File: src/rtl/not16_bist_pkg.sv
// Shared definitions for the Not16 self-test block: FSM states, stimulus table, LFSR constants.
// Optional MISR signature compaction is enabled with NOT16_BIST_MISR_EN.
package not16_bist_pkg;

  typedef enum logic [2:0] {
    StIdle,
    StApply,
    StSettle,
    StCheck,
    StDone
  } state_e;

  localparam logic [15:0] LfsrSeed     = 16'hACE1;
  // Taps for x^16+x^14+x^13+x^11+1 on a shift-left register (bits 15, 13, 12, 10).
  localparam logic [15:0] LfsrTaps     = 16'hB400;
  localparam logic [7:0]  FailIdxNone  = 8'hFF;
  localparam logic [7:0]  NumTableVecs = 8'd5;

  function automatic logic [15:0] table_vec(input logic [2:0] i);
    logic [15:0] v;
    v = 16'h0000;
    unique case (i)
      3'd0:    v = 16'h0000;
      3'd1:    v = 16'hFFFF;
      3'd2:    v = 16'hAAAA;
      3'd3:    v = 16'h3CC3;
      3'd4:    v = 16'h1234;
      default: v = 16'h0000;
    endcase
    return v;
  endfunction

  // One Fibonacci step: shift left, parity of the tapped bits enters at bit 0.
  function automatic logic [15:0] poly_step(input logic [15:0] s);
    return {s[14:0], ^(s & LfsrTaps)};
  endfunction

endpackage

File: src/rtl/not16_bist_if.sv
// Bundle between the Not16 self-test block and its surroundings (control, gate under test, results).
// The slave modport is the BIST side; master is the SoC/testbench side.
interface not16_bist_if;
  logic        start;
  logic [15:0] dut_in;
  logic [15:0] dut_out;
  logic        busy;
  logic        done;
  logic        pass;
  logic [7:0]  err_count;
  logic [7:0]  first_fail_idx;
  logic [15:0] signature;

  modport slave (
    input  start,
    input  dut_out,
    output dut_in,
    output busy,
    output done,
    output pass,
    output err_count,
    output first_fail_idx,
    output signature
  );

  modport master (
    output start,
    output dut_out,
    input  dut_in,
    input  busy,
    input  done,
    input  pass,
    input  err_count,
    input  first_fail_idx,
    input  signature
  );
endinterface

File: src/rtl/not16_bist_lfsr16.sv
// Seedable 16-bit Fibonacci LFSR (x^16+x^14+x^13+x^11+1), shift left, feedback into bit 0.
// load has priority over step; intended for reuse by other BIST blocks.
module not16_bist_lfsr16
  import not16_bist_pkg::*;
#(
  parameter logic [15:0] Seed = LfsrSeed
) (
  input  logic        clock,
  input  logic        reset_n,
  input  logic        load,
  input  logic        step,
  output logic [15:0] q
);

  logic [15:0] q_q;

  always_ff @(posedge clock or negedge reset_n) begin
    if (!reset_n) begin
      q_q <= Seed;
    end else if (load) begin
      q_q <= Seed;
    end else if (step) begin
      q_q <= poly_step(q_q);
    end
  end

  assign q = q_q;

endmodule

File: src/rtl/not16_bist.sv
// On-chip checker for a 16-bit inverter: applies vectors, waits, checks dut_out == ~dut_in.
// Define NOT16_BIST_MISR_EN to compact every sampled dut_out into a 16-bit MISR signature.
module not16_bist
  import not16_bist_pkg::*;
#(
  parameter int unsigned NUM_VECTORS   = 8,
  parameter int unsigned SETTLE_CYCLES = 2
) (
  input logic         clock,
  input logic         reset_n,
  not16_bist_if.slave bus
);

  localparam logic [7:0]  IdxLast    = 8'(NUM_VECTORS - 1);
  localparam logic [15:0] SettleLast = 16'(SETTLE_CYCLES - 1);

  state_e      state_q, state_d;
  logic [7:0]  idx_q, idx_d;
  logic [15:0] cnt_q, cnt_d;
  logic [15:0] dut_in_q, dut_in_d;
  logic [7:0]  err_q, err_d;
  logic [7:0]  ffi_q, ffi_d;
  logic        pass_q, pass_d;
`ifdef NOT16_BIST_MISR_EN
  logic [15:0] sig_q, sig_d;
`endif

  logic [15:0] lfsr_q;
  logic        lfsr_load;
  logic        lfsr_step;
  logic        mismatch;

  not16_bist_lfsr16 #(
    .Seed(LfsrSeed)
  ) u_lfsr (
    .clock  (clock),
    .reset_n(reset_n),
    .load   (lfsr_load),
    .step   (lfsr_step),
    .q      (lfsr_q)
  );

  assign mismatch = (bus.dut_out != ~dut_in_q);

  always_comb begin
    state_d   = state_q;
    idx_d     = idx_q;
    cnt_d     = cnt_q;
    dut_in_d  = dut_in_q;
    err_d     = err_q;
    ffi_d     = ffi_q;
    pass_d    = pass_q;
    lfsr_load = 1'b0;
    lfsr_step = 1'b0;
`ifdef NOT16_BIST_MISR_EN
    sig_d     = sig_q;
`endif

    unique case (state_q)
      StIdle, StDone: begin
        if (bus.start) begin
          state_d   = StApply;
          idx_d     = 8'd0;
          err_d     = 8'd0;
          ffi_d     = FailIdxNone;
          pass_d    = 1'b0;
          lfsr_load = 1'b1;
`ifdef NOT16_BIST_MISR_EN
          sig_d     = 16'h0000;
`endif
        end
      end
      StApply: begin
        if (idx_q < NumTableVecs) begin
          dut_in_d = table_vec(idx_q[2:0]);
        end else begin
          // LFSR state is the vector itself; advance only once it has been consumed.
          dut_in_d  = lfsr_q;
          lfsr_step = 1'b1;
        end
        cnt_d   = 16'd0;
        state_d = StSettle;
      end
      StSettle: begin
        cnt_d = cnt_q + 16'd1;
        if (cnt_q == SettleLast) begin
          state_d = StCheck;
        end
      end
      StCheck: begin
        if (mismatch) begin
          if (err_q != 8'hFF) begin
            err_d = err_q + 8'd1;
          end
          if (err_q == 8'd0) begin
            ffi_d = idx_q;
          end
        end
`ifdef NOT16_BIST_MISR_EN
        sig_d = poly_step(sig_q) ^ bus.dut_out;
`endif
        idx_d = idx_q + 8'd1;
        if (idx_q == IdxLast) begin
          state_d = StDone;
          pass_d  = (err_q == 8'd0) && !mismatch;
        end else begin
          state_d = StApply;
        end
      end
      default: state_d = StIdle;
    endcase
  end

  always_ff @(posedge clock or negedge reset_n) begin
    if (!reset_n) begin
      state_q  <= StIdle;
      idx_q    <= 8'd0;
      cnt_q    <= 16'd0;
      dut_in_q <= 16'h0000;
      err_q    <= 8'd0;
      ffi_q    <= FailIdxNone;
      pass_q   <= 1'b0;
    end else begin
      state_q  <= state_d;
      idx_q    <= idx_d;
      cnt_q    <= cnt_d;
      dut_in_q <= dut_in_d;
      err_q    <= err_d;
      ffi_q    <= ffi_d;
      pass_q   <= pass_d;
    end
  end

`ifdef NOT16_BIST_MISR_EN
  always_ff @(posedge clock or negedge reset_n) begin
    if (!reset_n) begin
      sig_q <= 16'h0000;
    end else begin
      sig_q <= sig_d;
    end
  end

  assign bus.signature = sig_q;
`else
  assign bus.signature = 16'h0000;
`endif

  assign bus.dut_in         = dut_in_q;
  assign bus.busy           = (state_q == StApply) || (state_q == StSettle) ||
                              (state_q == StCheck);
  assign bus.done           = (state_q == StDone);
  assign bus.pass           = pass_q;
  assign bus.err_count      = err_q;
  assign bus.first_fail_idx = ffi_q;

endmodule

File: src/flat_wrapper.sv
// flat-port wrapper written by rule: the top's interface ports become plain ports
module not16_bist_flat import not16_bist_pkg::*;
#(
  parameter int unsigned NUM_VECTORS   = 8,
  parameter int unsigned SETTLE_CYCLES = 2
)
  (clock, reset_n, bus_start, bus_dut_out, bus_dut_in, bus_busy, bus_done, bus_pass, bus_err_count, bus_first_fail_idx, bus_signature);
  not16_bist_if bus_i ();
  input logic clock;
  input logic reset_n;
  input wire logic [$bits(bus_i.start)-1:0] bus_start;
  input wire logic [$bits(bus_i.dut_out)-1:0] bus_dut_out;
  output wire logic [$bits(bus_i.dut_in)-1:0] bus_dut_in;
  output wire logic [$bits(bus_i.busy)-1:0] bus_busy;
  output wire logic [$bits(bus_i.done)-1:0] bus_done;
  output wire logic [$bits(bus_i.pass)-1:0] bus_pass;
  output wire logic [$bits(bus_i.err_count)-1:0] bus_err_count;
  output wire logic [$bits(bus_i.first_fail_idx)-1:0] bus_first_fail_idx;
  output wire logic [$bits(bus_i.signature)-1:0] bus_signature;
  assign bus_i.start = bus_start;
  assign bus_i.dut_out = bus_dut_out;
  assign bus_dut_in = bus_i.dut_in;
  assign bus_busy = bus_i.busy;
  assign bus_done = bus_i.done;
  assign bus_pass = bus_i.pass;
  assign bus_err_count = bus_i.err_count;
  assign bus_first_fail_idx = bus_i.first_fail_idx;
  assign bus_signature = bus_i.signature;
  not16_bist #(.NUM_VECTORS(NUM_VECTORS), .SETTLE_CYCLES(SETTLE_CYCLES)) u_core (.clock(clock), .reset_n(reset_n), .bus(bus_i));
endmodule
File: config.mk
export PLATFORM = sky130hd
export DESIGN_NAME = not16_bist_flat
export DESIGN_NICKNAME = d
export VERILOG_FILES = /design/src/rtl/not16_bist_pkg.sv /design/src/rtl/not16_bist_if.sv /design/src/rtl/not16_bist_lfsr16.sv /design/src/rtl/not16_bist.sv /design/src/flat_wrapper.sv
export SDC_FILE = /design/constraint.sdc
export NUM_CORES = 1
export LEC_CHECK = 0
export ABC_AREA = 0
export BUFFER_PORTS_ARGS = -buffer_cell sky130_fd_sc_hd__buf_4
export CORE_UTILIZATION = 40
export DETAILED_ROUTE_END_ITERATION = 10
export PLACE_DENSITY_LB_ADDON = 0.12
export SETUP_SLACK_MARGIN = 0.5
export SYNTH_ARGS = -nofsm -noshare
export SYNTH_HDL_FRONTEND = slang
export SYNTH_SLANG_ARGS = --single-unit
File: constraint.sdc
create_clock -name clock -period 1.71 [get_ports clock]
set_input_delay 0.342 -clock clock [delete_from_list [all_inputs] [get_ports clock]]
set_output_delay 0.342 -clock clock [all_outputs]
set_load 0.05 [all_outputs]
==> impl_metrics.json, run 1 <==
{
  "run_status": "finished, violations left",
  "failed_checks": "negative setup slack",
  "detailed_place_hpwl_microns": 7900,
  "num_antenna_cells": 0,
  "synth_most_common_cell": "sky130_fd_sc_hd__nand2_1",
  "fill_cells": 743,
  "post_drt_via_cell_ratio": 5.19,
  "crit_type": "reg -> reg",
  "clk-insertion-delay-late_ns": 0.36,
  "die_w_microns": 103,
  "design.core.area_sq_um": 9820,
  "ys_warn_count": 0,
  "grt.overflow.total": 0,
  "cell_taking_the_most_area_after_synthesis": "sky130_fd_sc_hd__dfrtp_1",
  "grt_pass1_vias": 3714,
  "final_antenna_net_count": 0,
  "initialDrtViolationCount": 93,
  "first_pass_grt_wire_length_microns": 18000,
  "netlist_top_cells_area": "sky130_fd_sc_hd__dfrtp_1, sky130_fd_sc_hd__dfstp_2, sky130_fd_sc_hd__nand2_1",
  "postRouteWirelength_microns": 12000,
  "tritoncts": "yes",
  "critical_path_arrival_ns": 2.16,
  "synth_cells": 442,
  "drtPass1Iterations": 4,
  "clock-skew-final_ns": 0.0158,
  "clkSinkCount": 76,
  "drc": 0,
  "final_setup_margin_ns": -0.168,
  "std_cell_rows": 36,
  "max-vdd-ir-drop_v": 0.00116,
  "critical_path.endpoint_type": "flip-flop",
  "routed-via-count": 3870,
  "full_die_area_sq_um": 10600,
  "stdcell_area_sq_um": 6800,
  "critical-path-slowest-cell": "sky130_fd_sc_hd__o41a_1",
  "syn_area_sq_um": 4090,
  "maximum_achievable_frequency_mhz": 532,
  "required_ns": 1.99,
  "setup-violations-final": 37,
  "grt_start_max_net_pins": 34,
  "worst_path_dominant_cell_family": "compound AO/OA/AOI/OAI gates",
  "initial_core_util": 0.416,
  "place_worst_setup_slack_ns": -0.220,
  "gp_congestion": 0.840,
  "nets_final": 636,
  "leakagePower_nw": 3.06,
  "h_tree_level_count": 3,
  "clk_transition_reported_paths_ns": 0.08,
  "syn_area_per_cell_sq_um": 9.25,
  "postSynth.asyncResetShare": 1.00,
  "clock_tree.root_cell": "sky130_fd_sc_hd__clkbuf_8",
  "grt_setup_unrepaired": "true",
  "worst-path-buf-inv": 0,
  "postSynthRegisterBits": 76,
  "place.detailed.instances": 679,
  "critical_path.max_stage_delay_ns": 0.55,
  "dpl_cell_area_sq_um": 5280,
  "overall_die_height_microns": 103,
  "postSynth.topFlopCell": "sky130_fd_sc_hd__dfrtp_1",
  "crit_chain": "xor2_2, nand4_1, o41a_1, a21oi_2, a221o_1",
  "ratio_of_total_power_to_cell_area_nw_per_um2": 1650,
  "max-cap-violations": 0,
  "wl_per_cell_microns": 16.1,
  "globalRouteTotalUtil": 0.224,
  "crit_fanout": 6,
  "cts-root-to-sink-buffers": 2,
  "synth-edff-count": 0,
  "yosys-top-cells-count": "sky130_fd_sc_hd__nand2_1, sky130_fd_sc_hd__dfrtp_1, sky130_fd_sc_hd__o21ai_0",
  "io-pin-count": 70,
  "finished_layout_cells": 746,
  "min-delay-path-class": "in -> reg",
  "period_share": 1.10,
  "ys_seq_area_frac": 0.470,
  "area_delta_synth_final_pct": 66.3,
  "share_of_cells_above_drive_strength_1": 0.586,
  "final_period_minus_worst_setup_slack_ns": 1.88,
  "slew_violations": 0,
  "final_hold_viols": 0,
  "synth.top_cell.area_share": 0.367,
  "start_kind": "flip-flop",
  "synth.lib_cells_used.distinct": 54,
  "number_of_antenna_violations_at_the_first_check_in_global_routing": 0,
  "post-route-util": 0.692,
  "totalNegativeSetupSlack_ns": -1.80,
  "cts_bufs_inserted": 9,
  "placement.io_buffers": 53
}
-- layout make-up --
cell class | count | area, sq um | area share
multi-input combinational | 333 | 2630 | 0.387
clock inverter | 7 | 91.3 | 0.0134
sequential | 76 | 1960 | 0.288
timing repair buffer | 173 | 1770 | 0.260
clock buffer | 9 | 124 | 0.0182
inverter | 15 | 62.6 | 0.00921
tap | 133 | 166 | 0.0245
-- state kept, by name (all words and copies together), names as in the netlist --
name	cells
u_core.u_lfsr.q	16
u_core.state_q	3
u_core.bus.dut_in	16
u_core.bus.first_fail_idx	8
u_core.bus.err_count	8
u_core.idx_q	8
u_core.bus.pass	1
u_core.cnt_q	16
-- metrics by stage --
stage | hold WS (ns) | power [mW]
after floorplan | 0.0464 | 6.09
after global placement | 0.286 | 7.57
after detailed placement | 0.289 | 7.65
after CTS | 0.156 | 10.5
after global routing | 0.152 | 11.8
final | 0.168 | 11.2
-- report_power, final --
part / internal (mW) / leakage, nW / switching (mW)
clock: 0.817 / 0.109 / 0.699
combinational: 3.22 / 2.01 / 3.43
sequential: 2.42 / 0.939 / 0.620
total: 6.45 / 3.06 / 4.75
-- cell families (layout without fill, tap and decap cells) --
| group | count (synthesis) | after routing | share of synthesized area |
|---|---|---|---|
| AND/OR/NAND/NOR | 180 | 182 | 0.219 |
| AO/OA/AOI/OAI | 96 | 96 | 0.145 |
| flip-flops | 76 | 76 | 0.470 |
| buffers and inverters | 50 | 204 | 0.0692 |
| XOR/XNOR | 19 | 19 | 0.0407 |
| multiplexers | 11 | 11 | 0.0273 |
| adder cells (fa/ha/maj) | 9 | 9 | 0.0276 |
| other | 1 | 16 | 0.000918 |
-- worst paths after layout --
kind	from	end	slack [ns]	depth (start not counted)
min in group asynchronous	reset_n	u_core.bus.dut_in[10]	0.43	2
hold reg to reg	u_core.cnt_q[15]	u_core.cnt_q[15]	0.49	1
max in group asynchronous	reset_n	u_core.cnt_q[2]	0.67	3
setup reg to reg	u_core.bus.dut_in[7]	u_core.bus.err_count[5]	-0.17	5
setup / recovery	u_core.bus.dut_in[7]	u_core.bus.err_count[5]	-0.17	5
hold / removal	bus_start	u_core.state_q[2]	0.17	2
-- per-layer routing --
| layer | global-route usage | share of wire | wire [microns] |
|---|---|---|---|
| met5 | 0 | 0 | 0 |
| met4 | 0.0618 | 0.0072 | 87 |
| met3 | 0.0468 | 0.044 | 530 |
| met2 | 0.388 | 0.51 | 6150 |
| met1 | 0.283 | 0.44 | 5250 |
-- timing repair --
item                                   CTS  global route
gates resized for setup                169            66
hold buffers                             1             0
setup endpoints to repair              111           111
setup buffers                           22            26
pin swaps                               43            34
endpoints found under the hold margin   17             0
cloned                                   2             0
-- cell usage in the layout (no fill, tap or decap), drive strengths merged, types with 13 or more instances in the layout --
master,count
buf,172
xor2,16
dfrtp,60
nand4,13
dfstp,16
o21ai,43
conb,16
inv,14
nand2,77
a21oi,20
nand3,16
nor2,27
(Power assumes the default switching activity.)
==> run 2: changes to the inputs <==
--- a/config.mk
+++ b/config.mk
@@ -7,7 +7,9 @@
 export LEC_CHECK = 0
 export ABC_AREA = 0
 export BUFFER_PORTS_ARGS = -buffer_cell sky130_fd_sc_hd__buf_4
+export CORE_ASPECT_RATIO = 0.5
 export CORE_UTILIZATION = 40
+export CTS_CLUSTER_DIAMETER = 40
 export DETAILED_ROUTE_END_ITERATION = 10
 export PLACE_DENSITY_LB_ADDON = 0.12
 export SETUP_SLACK_MARGIN = 0.5
==> impl_metrics.json, run 2 (synthesized netlist as in run 1, its figures left out) <==
{
  "final_hold_viols": 0,
  "globalRouteTotalUtil": 0.237,
  "maximum_achievable_frequency_mhz": 539,
  "setup-violations-final": 44,
  "final_period_minus_worst_setup_slack_ns": 1.86,
  "critical_path.endpoint_type": "flip-flop",
  "design.core.area_sq_um": 9670,
  "initial_core_util": 0.423,
  "place_worst_setup_slack_ns": -0.264,
  "finished_layout_cells": 751,
  "gp_congestion": 0.857,
  "critical_path_arrival_ns": 2.08,
  "dpl_cell_area_sq_um": 5310,
  "run_status": "finished, violations left",
  "stdcell_area_sq_um": 7030,
  "detailed_place_hpwl_microns": 8060,
  "hold_ws_ns": 0.209,
  "clk_transition_reported_paths_ns": 0.06,
  "drtPass1Iterations": 5,
  "path_common_cell": "sky130_fd_sc_hd__buf_4",
  "final_cell_mix": "sky130_fd_sc_hd__buf_4, sky130_fd_sc_hd__buf_6, sky130_fd_sc_hd__nand2_1",
  "area_delta_synth_final_pct": 72.0,
  "fill_cells": 668,
  "cts-root-to-sink-buffers": 2,
  "leakagePower_nw": 3.17,
  "post_drt_via_cell_ratio": 5.23,
  "grt_start_max_net_pins": 27,
  "crit_type": "reg -> reg",
  "reg2reg_depth": 7,
  "io-pin-count": 70,
  "h_tree_level_count": 3,
  "grt.overflow.total": 0,
  "full_die_area_sq_um": 10600,
  "initialDrtViolationCount": 152,
  "number_of_antenna_violations_at_the_first_check_in_global_routing": 0,
  "overall_die_height_microns": 73.5,
  "ratio_of_total_power_to_cell_area_nw_per_um2": 1730,
  "min-delay-path-class": "in -> reg",
  "grt_pass1_vias": 3667,
  "place.detailed.instances": 684,
  "critical-path-slowest-cell": "sky130_fd_sc_hd__dfrtp_2",
  "clk-insertion-delay-late_ns": 0.34,
  "worst-path-stages": 7,
  "worst-path-buf-inv": 2,
  "wl_per_cell_microns": 16.6,
  "share_of_cells_above_drive_strength_1": 0.607,
  "failed_checks": "negative setup slack",
  "routed-via-count": 3930,
  "max-cap-violations": 0,
  "footprint_of_the_multi_input_gates_sq_um": 2700,
  "required_ns": 1.94,
  "layout.cells.most_common": "sky130_fd_sc_hd__buf_4",
  "worst_path_dominant_cell_family": "flip-flops",
  "sequential_cell_area_sq_um": 1960,
  "final_setup_margin_ns": -0.145,
  "crit_fanout": 3,
  "crit_chain": "xor2_2, nand4_1, buf_4, o41ai_2, buf_4, a21oi_2, mux2_2",
  "hold_path_depth": 2,
  "final_antenna_net_count": 0,
  "start_kind": "flip-flop",
  "std_cell_rows": 25,
  "nets_final": 639,
  "grt_setup_unrepaired": "true",
  "tritoncts": "yes",
  "postRouteWirelength_microns": 12500,
  "critical_path.max_stage_delay_ns": 0.44,
  "max-vdd-ir-drop_v": 0.000801,
  "slew_violations": 0,
  "num_antenna_cells": 0,
  "post-route-util": 0.727,
  "clkSinkCount": 76,
  "drc": 0,
  "period_share": 1.08,
  "clock-skew-final_ns": 0.00855,
  "placement.io_buffers": 53,
  "clock_tree.root_cell": "sky130_fd_sc_hd__clkbuf_16",
  "first_pass_grt_wire_length_microns": 19300,
  "die_w_microns": 145,
  "cts_bufs_inserted": 9
}
-- run 2: changes by cell type in the layout (fill, tap and decap cells not counted), moves of 4 or more --
cell | before | now
sky130_fd_sc_hd__buf_8 | 30 | 34
sky130_fd_sc_hd__buf_6 | 47 | 56
sky130_fd_sc_hd__clkbuf_8 | 9 | 2
sky130_fd_sc_hd__xor2_2 | 11 | 15
sky130_fd_sc_hd__buf_4 | 90 | 83
sky130_fd_sc_hd__clkbuf_16 | 0 | 9
sky130_fd_sc_hd__xor2_1 | 5 | 1
-- run 2: routing by layer --
metal,up-vias,share of wire,track usage
met4,0,0.0079,0.0674
met3,8,0.047,0.0559
met2,95,0.47,0.371
met1,1965,0.47,0.330
li1,1862,-,-
met5,-,0,0
-- run 2: path summary, 6_finish.rpt --
kind | endpoint | startpoint | slack (ns)
max reg2reg | u_core.bus.err_count[0] | u_core.bus.dut_in[11] | -0.15
min in group asynchronous | u_core.cnt_q[6] | reset_n | 0.47
max | u_core.bus.err_count[0] | u_core.bus.dut_in[11] | -0.15
min reg2reg | u_core.u_lfsr.q[7] | u_core.u_lfsr.q[7] | 0.52
max in group asynchronous | u_core.bus.first_fail_idx[3] | reset_n | 0.67
min | u_core.state_q[2] | bus_start | 0.21
-- run 2: power breakdown --
part | leakage, nW | internal, mW | switching [mW]
combinational | 2.07 | 3.42 | 3.60
sequential | 0.941 | 2.42 | 0.625
clock | 0.159 | 1.36 | 0.756
-- run 2: what timing repair did --
item	CTS	global route
resized for setup	190	67
setup endpoints to repair	111	111
endpoints found under the hold margin	17	0
pin swaps	39	26
hold buffers	1	0
gates cloned	3	0
setup buffers	30	17
-- run 2: layout make-up --
type,count,share of cell area
clock inverter,4,0.0103
clock buffer,12,0.0365
sequential,76,0.278
timing repair buffer,176,0.258
inverter,15,0.00890
multi-input combinational,333,0.384
tap,135,0.0240
-- run 2: stage by stage --
stage	setup TNS [ns]	total power, mW
2_1_floorplan	-1.10	6.09
3_3_place_gp	-4.51	7.69
3_5_place_dp	-5.47	7.74
4_1_cts	-1.48	11.5
5_1_grt	-6.77	12.7
6_report	-3.19	12.2
==> run 3: changes to the inputs <==
==> constraint.sdc (replaced) <==
create_clock -name clock -period 1.7 [get_ports clock]
set_input_delay 0.34 -clock clock [delete_from_list [all_inputs] [get_ports clock]]
set_output_delay 0.34 -clock clock [all_outputs]
set_load 0.05 [all_outputs]
==> impl_metrics.json, run 3 (synthesized netlist as in run 1, its figures left out) <==
{
  "run_status": "finished, violations left",
  "failed_checks": "negative setup slack",
  "max-cap-violations": 0,
  "path_common_cell": "sky130_fd_sc_hd__buf_6",
  "postRouteWirelength_microns": 12800,
  "start_kind": "flip-flop",
  "clk_transition_reported_paths_ns": 0.06,
  "final_total_power_mw": 12.2,
  "detailed_place_hpwl_microns": 8000,
  "crit_type": "reg -> reg",
  "globalRouteTotalUtil": 0.237,
  "final_hold_viols": 0,
  "max-vdd-ir-drop_v": 0.000746,
  "comb_power_share": 0.590,
  "cts-root-to-sink-buffers": 2,
  "clock-skew-final_ns": 0.0110,
  "drc": 0,
  "routed-via-count": 3976,
  "crit_chain": "or4_4, nor3b_4, buf_6, buf_12, nor2_4, buf_6, nand2_2, a21oi_2",
  "wl_per_cell_microns": 16.7,
  "post-route-util": 0.732,
  "grt_start_max_net_pins": 41,
  "p_clk_frac": 0.161,
  "clkSinkCount": 76,
  "switching_share": 0.412,
  "period_share": 1.13,
  "leakagePower_nw": 3.23,
  "grt_pass1_vias": 3839,
  "grt.overflow.total": 0,
  "gp_congestion": 0.794,
  "grt_setup_unrepaired": "true",
  "initial_core_util": 0.423,
  "share_seq_of_total_power": 0.249,
  "worst-path-buf-inv": 3,
  "share_of_cells_above_drive_strength_1": 0.606,
  "design.core.area_sq_um": 9670,
  "critical_path.max_stage_delay_ns": 0.56,
  "ratio_of_total_power_to_cell_area_nw_per_um2": 1720,
  "final_antenna_net_count": 0,
  "number_of_antenna_violations_at_the_first_check_in_global_routing": 0,
  "critical_path.endpoint_type": "flip-flop",
  "clk-insertion-delay-late_ns": 0.34,
  "final_period_minus_worst_setup_slack_ns": 1.93,
  "first_pass_grt_wire_length_microns": 19500,
  "post_drt_via_cell_ratio": 5.20,
  "min-delay-path-class": "in -> reg",
  "cts_bufs_inserted": 9,
  "drtPass1Iterations": 4,
  "final_cell_mix": "sky130_fd_sc_hd__buf_4, sky130_fd_sc_hd__nand2_1, sky130_fd_sc_hd__buf_6",
  "num_antenna_cells": 0,
  "worst_path_dominant_cell_family": "simple AND/OR/NAND/NOR gates",
  "std_cell_rows": 25,
  "critical-path-slowest-cell": "sky130_fd_sc_hd__or4_4",
  "final_setup_margin_ns": -0.225,
  "power_switching_mw": 5.01,
  "area_delta_synth_final_pct": 73.2,
  "p_int_mw": 7.16,
  "crit_fanout": 5,
  "placement.io_buffers": 53,
  "slew_violations": 0,
  "setup-violations-final": 45,
  "overall_die_height_microns": 73.5,
  "fill_cells": 652,
  "full_die_area_sq_um": 10600,
  "nets_final": 653,
  "clock_tree.root_cell": "sky130_fd_sc_hd__clkbuf_16",
  "die_w_microns": 145,
  "h_tree_level_count": 3,
  "io-pin-count": 70,
  "required_ns": 1.91,
  "maximum_achievable_frequency_mhz": 519,
  "initialDrtViolationCount": 239,
  "tritoncts": "yes",
  "critical_path_arrival_ns": 2.14,
  "layout.cells.most_common": "sky130_fd_sc_hd__buf_4"
}
## run 3: worst paths after layout
check	from	end	slack [ns]	cells past startpoint
min in group asynchronous	reset_n	u_core.state_q[0]	0.42	2
worst min-delay path	bus_start	u_core.state_q[2]	0.21	2
worst min register to register	u_core.cnt_q[15]	u_core.cnt_q[15]	0.49	1
max in group asynchronous	reset_n	u_core.bus.first_fail_idx[2]	0.68	3
worst max register to register	u_core.idx_q[4]	u_core.u_lfsr.q[12]	-0.23	8
worst max-delay path	u_core.idx_q[4]	u_core.u_lfsr.q[12]	-0.23	8
## run 3: power groups by stage
stage | combinational (mW) | sequential [mW] | clock (mW)
after detailed placement | 4.92 | 2.88 | 0
after global placement | 4.86 | 2.86 | 0
after CTS | 6.46 | 2.94 | 1.97
after floorplan | 2.41 | 3.72 | 0
after global routing | 7.58 | 3.08 | 2.06
final | 7.18 | 3.03 | 1.95
## run 3: cell type report
type	instances	area [sq um]	share of cell area
well taps	135	169	0.0239
clock buffers	12	256	0.0362
flip-flops and latches	76	1960	0.276
multi-input cells	334	2660	0.376
inverters	15	62.6	0.00884
clock inverters	4	48.8	0.00689
repair buffers	189	1930	0.272
## run 3: timing repair
action / CTS / global route
gates cloned: 4 / 0
pin swaps: 53 / 36
resized for setup: 171 / 76
setup endpoints to repair: 111 / 111
hold buffers: 1 / 0
setup buffers: 38 / 18
endpoints found under the hold margin: 16 / 0
## run 3: layer usage
metal  global-route usage  vias to the layer above  wire length [microns]
li1                     -                     1888                      -
met1                0.321                     1981                   5910
met2                0.391                       98                   6220
met3               0.0472                        9                    554
met4               0.0638                        0                    111
met5                    0                        -                      0
## run 3: worst register-to-register path, delay by kind of cell, from the launching register on
family,cells,cell delay (ns)
flip-flops,1,0.40
AND/OR/NAND/NOR,4,0.97
AO/OA/AOI/OAI,1,0.05
buffers and inverters,3,0.41
## run 3: per-stage QoR
stage / area, sq um / setup WS (ns) / hold slack [ns] / setup TNS [ns] / std cells
final: 7080 / -0.225 / 0.214 / -6.63 / 765
after global routing: 7080 / -0.259 / 0.207 / -9.56 / 765
after CTS: 6620 / -0.137 / 0.212 / -3.47 / 747
after detailed placement: 5340 / -0.290 / 0.230 / -5.63 / 688
after global placement: 5340 / -0.232 / 0.226 / -4.85 / 688
after floorplan: 4490 / -0.128 / 0.0444 / -1.30 / 457
